`src/rtl/sr_irq_ctl.sv`:
```
// Interrupt entry/exit sequencer: owns the special-register write bus, passes core
// writes through in IDLE, and inserts run-mode writes plus fetch redirects on irq/return.
module sr_irq_ctl #(
  parameter logic [15:0] VECTOR   = 16'h0010,
  parameter logic [1:0]  IRQ_MODE = 2'b01,
  parameter logic [6:0]  EXIT_OP  = 7'b0001111
) (
  input  logic        clk,
  input  logic        rst,
  input  logic        irq,
  input  logic [15:0] pc,
  input  logic [6:0]  instr_op,
  input  logic        core_sr_we,
  input  logic [15:0] core_sr_sel,
  input  logic [15:0] core_sr_in,
  output logic        sr_ie,
  output logic [15:0] sr_sel,
  output logic [15:0] sr_in,
  output logic        hold,
  output logic        jump,
  output logic [15:0] jump_addr,
  output logic        irq_ack,
  input  logic [15:0] sr_rd_sel,
  output logic [15:0] sr_rd_data
);

  localparam logic [15:0] SelMode      = 16'h0001;
  localparam logic [15:0] SelIrqEn     = 16'h0008;
  localparam logic [15:0] SelSavedPc   = 16'h0010;
  localparam logic [15:0] SelSavedMode = 16'h0020;

  typedef enum logic [2:0] {StIdle, StEnterSr, StEnterJmp, StExitSr, StExitJmp} state_e;

  state_e      state_q, state_d;
  logic        irq_en_q, irq_en_d;
  logic [15:0] saved_pc_q, saved_pc_d;
  logic [1:0]  saved_mode_q, saved_mode_d;
  logic [1:0]  mode_shadow_q, mode_shadow_d;

  logic idle, exit_req, take_irq, idle_wr;

  assign idle     = (state_q == StIdle);
  assign exit_req = idle && (instr_op == EXIT_OP);
  // A core write in the same cycle defers entry so the write is not lost.
  assign take_irq = idle && !exit_req && irq && irq_en_q && !core_sr_we;
  assign idle_wr  = idle && core_sr_we;

  always_comb begin
    state_d   = state_q;
    sr_ie     = 1'b0;
    sr_sel    = 16'h0000;
    sr_in     = 16'h0000;
    jump      = 1'b0;
    jump_addr = 16'h0000;
    irq_ack   = 1'b0;
    hold      = 1'b0;
    if (!rst) begin
      hold = !idle;
      unique case (state_q)
        StIdle: begin
          sr_ie  = core_sr_we;
          sr_sel = core_sr_sel;
          sr_in  = core_sr_in;
          if (exit_req) begin
            state_d = StExitSr;
          end else if (take_irq) begin
            state_d = StEnterSr;
          end
        end
        StEnterSr: begin
          sr_ie   = 1'b1;
          sr_sel  = SelMode;
          sr_in   = {14'b0, IRQ_MODE};
          state_d = StEnterJmp;
        end
        StEnterJmp: begin
          jump      = 1'b1;
          jump_addr = VECTOR;
          irq_ack   = 1'b1;
          state_d   = StIdle;
        end
        StExitSr: begin
          sr_ie   = 1'b1;
          sr_sel  = SelMode;
          sr_in   = {14'b0, saved_mode_q};
          state_d = StExitJmp;
        end
        StExitJmp: begin
          jump      = 1'b1;
          jump_addr = saved_pc_q;
          state_d   = StIdle;
        end
        default: state_d = StIdle;
      endcase
    end
  end

  always_comb begin
    irq_en_d      = irq_en_q;
    saved_pc_d    = saved_pc_q;
    saved_mode_d  = saved_mode_q;
    mode_shadow_d = mode_shadow_q;
    if (idle_wr && core_sr_sel == SelIrqEn)     irq_en_d     = core_sr_in[0];
    if (idle_wr && core_sr_sel == SelSavedPc)   saved_pc_d   = core_sr_in;
    if (idle_wr && core_sr_sel == SelSavedMode) saved_mode_d = core_sr_in[1:0];
    if (take_irq) begin
      saved_pc_d   = pc;
      saved_mode_d = mode_shadow_q;
      irq_en_d     = 1'b0;
    end
    if (state_q == StExitJmp) irq_en_d = 1'b1;
    // The file only accepts run-mode writes while bit 0 of the current mode is set.
    if (sr_ie && sr_sel == SelMode && mode_shadow_q[0]) mode_shadow_d = sr_in[1:0];
  end

  always_ff @(posedge clk or posedge rst) begin
    if (rst) begin
      state_q       <= StIdle;
      irq_en_q      <= 1'b0;
      saved_pc_q    <= 16'h0000;
      saved_mode_q  <= 2'b01;
      mode_shadow_q <= 2'b01;
    end else begin
      state_q       <= state_d;
      irq_en_q      <= irq_en_d;
      saved_pc_q    <= saved_pc_d;
      saved_mode_q  <= saved_mode_d;
      mode_shadow_q <= mode_shadow_d;
    end
  end

  always_comb begin
    case (sr_rd_sel)
      SelIrqEn:     sr_rd_data = {14'b0, irq, irq_en_q};
      SelSavedPc:   sr_rd_data = saved_pc_q;
      SelSavedMode: sr_rd_data = {14'b0, saved_mode_q};
      default:      sr_rd_data = 16'h0000;
    endcase
  end

endmodule

```
`config.mk`:
```
export PLATFORM = sky130hd
export DESIGN_NAME = sr_irq_ctl
export DESIGN_NICKNAME = d
export VERILOG_FILES = /design/src/rtl/sr_irq_ctl.sv
export SDC_FILE = /design/constraint.sdc
export NUM_CORES = 1
export LEC_CHECK = 0
export ABC_AREA = 1
export CORE_MARGIN = 2
export CORE_UTILIZATION = 63
export DETAILED_ROUTE_END_ITERATION = 12
export DONT_BUFFER_PORTS = 1
export PLACE_DENSITY = 0.79
export SLEW_MARGIN = 15
export SYNTH_ARGS = -nofsm -noshare
export SYNTH_HDL_FRONTEND = slang
export SYNTH_SLANG_ARGS = --single-unit
export TNS_END_PERCENT = 5
```
`constraint.sdc`:
```
create_clock -name clk -period 1.9 [get_ports clk]
set_input_delay 0.095 -clock clk [delete_from_list [all_inputs] [get_ports clk]]
set_output_delay 0.095 -clock clk [all_outputs]
set_load 0.05 [all_outputs]
```
======== Word-level counts from Yosys, hierarchy flattened ========
Index checks and enable logic that the tools add are counted.
cells by class
  muxes and demuxes ....................... 24
  divide/modulo/power cells ............... 0
  $add $sub $neg .......................... 0
  $lt $le $gt $ge ......................... 0
  reduce and logical (&&, ||, !) cells .... 21
  bitwise logic cells ..................... 1
  equality and inequality tests ........... 13
  multipliers ............................. 0
  shifts and indexed selects .............. 0
operator list
  operator                                                           count
  16-bit one-hot mux with 3 select lines                             2
  16-bit two-way mux                                                 5
  16-bit one-hot mux with 2 select lines                             2
  16-bit by 4-bit == test with 1-bit output (second input constant)  2
  16-bit by 5-bit == test with 1-bit output (second input constant)  2
  16-bit by 6-bit == test with 1-bit output (second input constant)  2
  16-bit by 1-bit == test with 1-bit output (second input constant)  1
  1-bit logical AND                                                  11
  1-bit two-way mux                                                  9
  3-bit one-hot mux with 3 select lines                              1
  7-bit by 4-bit == test with 1-bit output (second input constant)   1
  3-bit by 2-bit == test with 1-bit output (second input constant)   2
  3-bit two-way mux                                                  2
  2-bit two-way mux                                                  2
  2-bit nonzero test                                                 2
  2-bit OR reduction                                                 2
  3-bit by 1-bit == test with 1-bit output (second input constant)   1
  3-bit == test (second input constant)                              1
  1-bit logical NOT                                                  3
  3-bit logical NOT                                                  1
  3-bit by 1-bit != test with 1-bit output (second input constant)   1
  3-bit nonzero test                                                 1
  1-bit one-hot mux with 2 select lines                              1
  2-bit AND reduction                                                1
  1-bit NOT                                                          1
storage, ports and cells
  output and inout bits ................... 68
  bits in read-only memories .............. 0
  flip-flop bits (word level) ............. 24
  input bits .............................. 75
  bits in writable memories ............... 0
  word-level logic and storage cells ...... 64
  bits in latches ......................... 0
  memories kept ........................... 0

======== Longest topological paths before layout ========
  depth in word-level cells ............... 10
  depth in mapped cells ................... 11
  depth with buffers taken out ............ 10

======== Worst setup path before layout ========
Ideal clock, no wire load.
  kind .................................... flip-flop to output port
  start ................................... reg state_q[1]
  end ..................................... out jump_addr[4]
  slack ................................... -0.205 ns
  arrival time ............................ 2.010 ns
  stages on the path, launching flop included .. 4
  required time ........................... 1.805 ns
  cell sequence ........................... dfrtp_1 nor3_1 nand2_1 o21ai_0
on the way
  cells in the longest elaborated chain, start to end .. 3
  elaborated cells on any way between the ends .. 4
  classes of those cells .................. 2 x eq/ne; 2 x mux
RTL lines
  what                                                                              RTL line  text
  from (decl)                                                                       34        state_e state_q, state_d;
  from (signal assigned)                                                            118       state_q <= StIdle;
  from (signal assigned)                                                            124       state_q <= state_d;
  3-bit == test / 3-bit by 2-bit == test with 1-bit output (equally long branches)  59        unique case (state_q)
  16-bit one-hot mux with 2 select lines (*)                                        59
  16-bit two-way mux (*)                                                            57        if (!rst) begin
  to (decl)                                                                         21        output logic [15:0] jump_addr,
Every way passes the cells marked *; elsewhere a longest branch is shown, timed or not.

======== Worst setup path after layout ========
  start ................................... reg state_q[0]
  end ..................................... out sr_in[10]
on the way
  cells in the longest elaborated chain, start to end .. 3
  elaborated cells on any way between the ends .. 5
  classes of those cells .................. 2 x eq/ne; 2 x mux; 1 x reduce/logical
RTL lines
  what                                                              RTL line  text
  3-bit by 2-bit == test with 1-bit output (tied with other cells)  59
  16-bit one-hot mux with 3 select lines (*)                        59
  16-bit two-way mux (*)                                            57
  to (decl)                                                         18        output logic [15:0] sr_in,
Marked as above.

==> impl_metrics.csv <==
group,metric,value,unit
routing,vias,2623,
sta,timing.final.crit_period,1.861,ns
sta,fmax,537.2,MHz
global_route,overflow,0,
worst_setup_path,slowest_delay,0.47,ns
layout,final_cells,478,
synth,synth_seq_area_share,0.2907,
cts,clock_latency,0.32,ns
routing,wl,6.712,mm
synth,syn_area_per_cell,5.762,sq um
floorplan,die_h,61.39,microns
placed_design,dpl.hpwl,4.703,mm
synth,synthTopCellsByCount,"97 x nor2_1, 87 x nand2_1, 62 x inv_1, 22 x dfrtp_1, 17 x a21oi_1",
synth,synth-edff-count,0,
routing,ant_nets,0,
worst_setup_path,cp_max_fo,16,
cts,cts_made_buffers,3,
worst_setup_path,critPathSlowestCell,"dfrtp_2",
cts,cts.clk_slew.worst_paths,0.14,ns
synth,synth_top_cell_by_area,"dfrtp_1",
floorplan,rows,20,
worst_setup_path,worstPathCellList,"inv_1 -> nand3_2 -> buf_4 -> nor2_1 -> buf_4",
worst_setup_path,startpoint_type,"flop",
global_route,antenna_found_initial,0,
worst_setup_path,path_common_cell,"buf_4",
layout,antenna_cells,0,
synth,syn_nets,435,
synth,synthArstFlopShare,1.000,
pwr,total_power,0.003504,W
synth,ys_top_cells_by_area,"dfrtp_1 27%, nor2_1 18%, nand2_1 16%, inv_1 11%, a21oi_1 4.1%",
placed_design,place_inst,463,
routing,wl_per_cell,14.04,microns
sta,finalHoldViolations,2,
cts,clk_path_buf_depth,2,
pwr,leakage,1.589,nW
synth,synth-seq-cells,24,
floorplan,dieArea,0.003768,sq mm
synth,synth_warnings,0,
sta,whs,-0.002059,ns
synth,yosysMostFrequentCell,"nor2_1",
floorplan,die_w,61.39,microns
sta,maxSlewViolCount,0,
worst_setup_path,end_kind,"output port",
outcome,status,"finished with violations",
global_route,grt_first_pass_wirelength,9.384,mm
sta,slew_headroom,0.6071,
layout,drive_gt1_frac,0.2304,
placed_design,io_buffers,0,
flow_run,maxCapViolations,0,
outcome,violations,"negative hold slack",
routing,drt-pass1-iter-count,5,
synth,synth_cell_types,27,
global_route,track_usage,0.3325,
synth,mappedNetlistArea,0.002074,sq mm
hold_path,hp-class,"input port to flop",
floorplan,start_util,0.6685,
layout,area_growth,33.23,%
cts,cts_max_level,1,
sta,finClkSkew,0.004271,ns
pwr,peakVddDrop,963.2,uV
floorplan,core-area,0.003103,sq mm
cts,cts_tree,"built",
layout,nFillCells,193,
cts,clockRootBuffer,"clkbuf_4",
layout,fin_nets,510,
global_route,grt_start_max_net_pins,20,
sta,period_share,0.9797,
placed_design,gp_congestion,0.8633,
synth,synth_top_area_share,0.2654,
pwr,power_density,1268,mW/mm^2
routing,drt_first_iter_violations,182,
routing,drt-vias-per-instance,5.487,
worst_setup_path,cp.arrival,1.77,ns
routing,remaining_drc_errors,0,
worst_setup_path,worstSetupPathType,"flop to output port",
synth,synthFlopType,"dfrtp_1",
synth,syn_inst,360,
sta,setup_viol,0,
cts,numClockSinks,24,
sta,rsz0062_at_grt,"true",
floorplan,ios,143,
worst_setup_path,required,1.80,ns
global_route,grt_pass1_vias,2223,
sta,tightest_slew,0.5879,ns
==> power breakdown <==
group / internal [W] / switching, W / leakage, nW
clock: 0.000213 / 0.000167 / 0.0279
combinational: 0.000609 / 0.00158 / 1.27
sequential: 0.000754 / 0.000181 / 0.295
total: 0.00158 / 0.00193 / 1.59
==> logic make-up after synthesis <==
family,after synthesis,synth area share
AO/OA/AOI/OAI,37,0.1025
buffers and inverters,78,0.1592
AND/OR/NAND/NOR,221,0.4475
flip-flops,24,0.2907
==> stage by stage <==
stage,utilization,setup TNS (ns),setup WS (ns),cell area (sq um),hold slack [ns]
5_1_grt,0.8907,-0.1046,-0.04556,2764,0.01364
3_3_place_gp,0.8323,0,0.3003,2582,-0.02949
3_5_place_dp,0.8323,0,0.2382,2582,-0.02186
4_1_cts,0.8798,0,0.07437,2730,0.0002112
6_report,0.8907,0,0.03853,2764,-0.002059
2_1_floorplan,-,-0.08945,-0.08945,2074,0.09249
==> flip-flops by register name (all words and copies together), names as in the netlist <==
register,cells
saved_pc_q,16
saved_mode_q,2
mode_shadow_q,2
irq_en_q,1
state_q,3
==> worst max-delay path: cells and delay by family (launching register included) <==
family | cells | cell delay (ns)
buffers and inverters | 3 | 0.62
flip-flops | 1 | 0.47
AND/OR/NAND/NOR | 2 | 0.35
==> placed cells by master (no fill, tap or decap) <==
cell            n
and3_1          1
nor3_1          6
dfstp_2         2
nand3_4         1
bufinv_16       1
clkinvlp_4      1
nand4_1         8
inv_2           4
nand2_1        87
buf_4          71
dfrtp_1        21
or2_2           1
o211ai_1        2
o21ai_1         1
nor3_2          1
nor2_4          1
inv_4           1
a21oi_2         7
clkbuf_4        3
nor3b_1         1
o21ai_0        11
nand3_1        12
nand3_2         2
nand2_4         2
nor2_1         97
a21oi_1        16
dfrtp_2         1
dlygate4sd3_1  11
inv_1          60
nand2_2         1
==> timing repair <==
| item | in CTS | in global routing |
|---|---|---|
| hold buffers | 9 | 2 |
| setup endpoints to repair | 1 | 21 |
| setup buffers | 0 | 0 |
| gates resized for setup | 1 | 5 |
| pin swaps | 0 | 0 |
| cloned | 0 | 0 |
| hold endpoints to repair | 28 | 1 |
==> metal layers <==
metal / global-route usage / vias to the layer above / wire length, microns
met3: 0.06723 / 29 / 776
li1: - / 1242 / -
met2: 0.5805 / 200 / 3221
met4: 0.1155 / 0 / 255
met1: 0.4093 / 1152 / 2459
met5: 0 / - / 0
==> layout make-up <==
| cell class | instances | area (sq um) | area share |
|---|---|---|---|
| Multi-Input combinational cell | 258 | 1155 | 0.4178 |
| Timing Repair Buffer | 82 | 643.1 | 0.2327 |
| Sequential cell | 24 | 604.3 | 0.2187 |
| Inverter | 66 | 254.0 | 0.09190 |
| Tap cell | 44 | 55.05 | 0.01992 |
| Clock inverter | 1 | 30.03 | 0.01086 |
| Clock buffer | 3 | 22.52 | 0.008148 |
==> worst paths after layout <==
kind | startpoint | endpoint | slack, ns | cells past startpoint
setup / recovery | state_q[0]$_DFFE_PP0P_ | sr_in[10] | 0.04 | 5
hold / removal | core_sr_in[3] | saved_pc_q[3]$_DFFE_PP0P_ | -0.002 | 4
setup reg to reg | state_q[1]$_DFFE_PP0P_ | saved_pc_q[8]$_DFFE_PP0P_ | 0.08 | 9
hold reg to reg | mode_shadow_q[1]$_DFFE_PP0P_ | mode_shadow_q[1]$_DFFE_PP0P_ | 0.50 | 2
max in group asynchronous | rst | saved_mode_q[0]$_DFFE_PP1P_ | 0.93 | 3
min in group asynchronous | rst | saved_pc_q[11]$_DFFE_PP0P_ | 0.38 | 2
No activity file was read; power rests on OpenSTA's default activity.
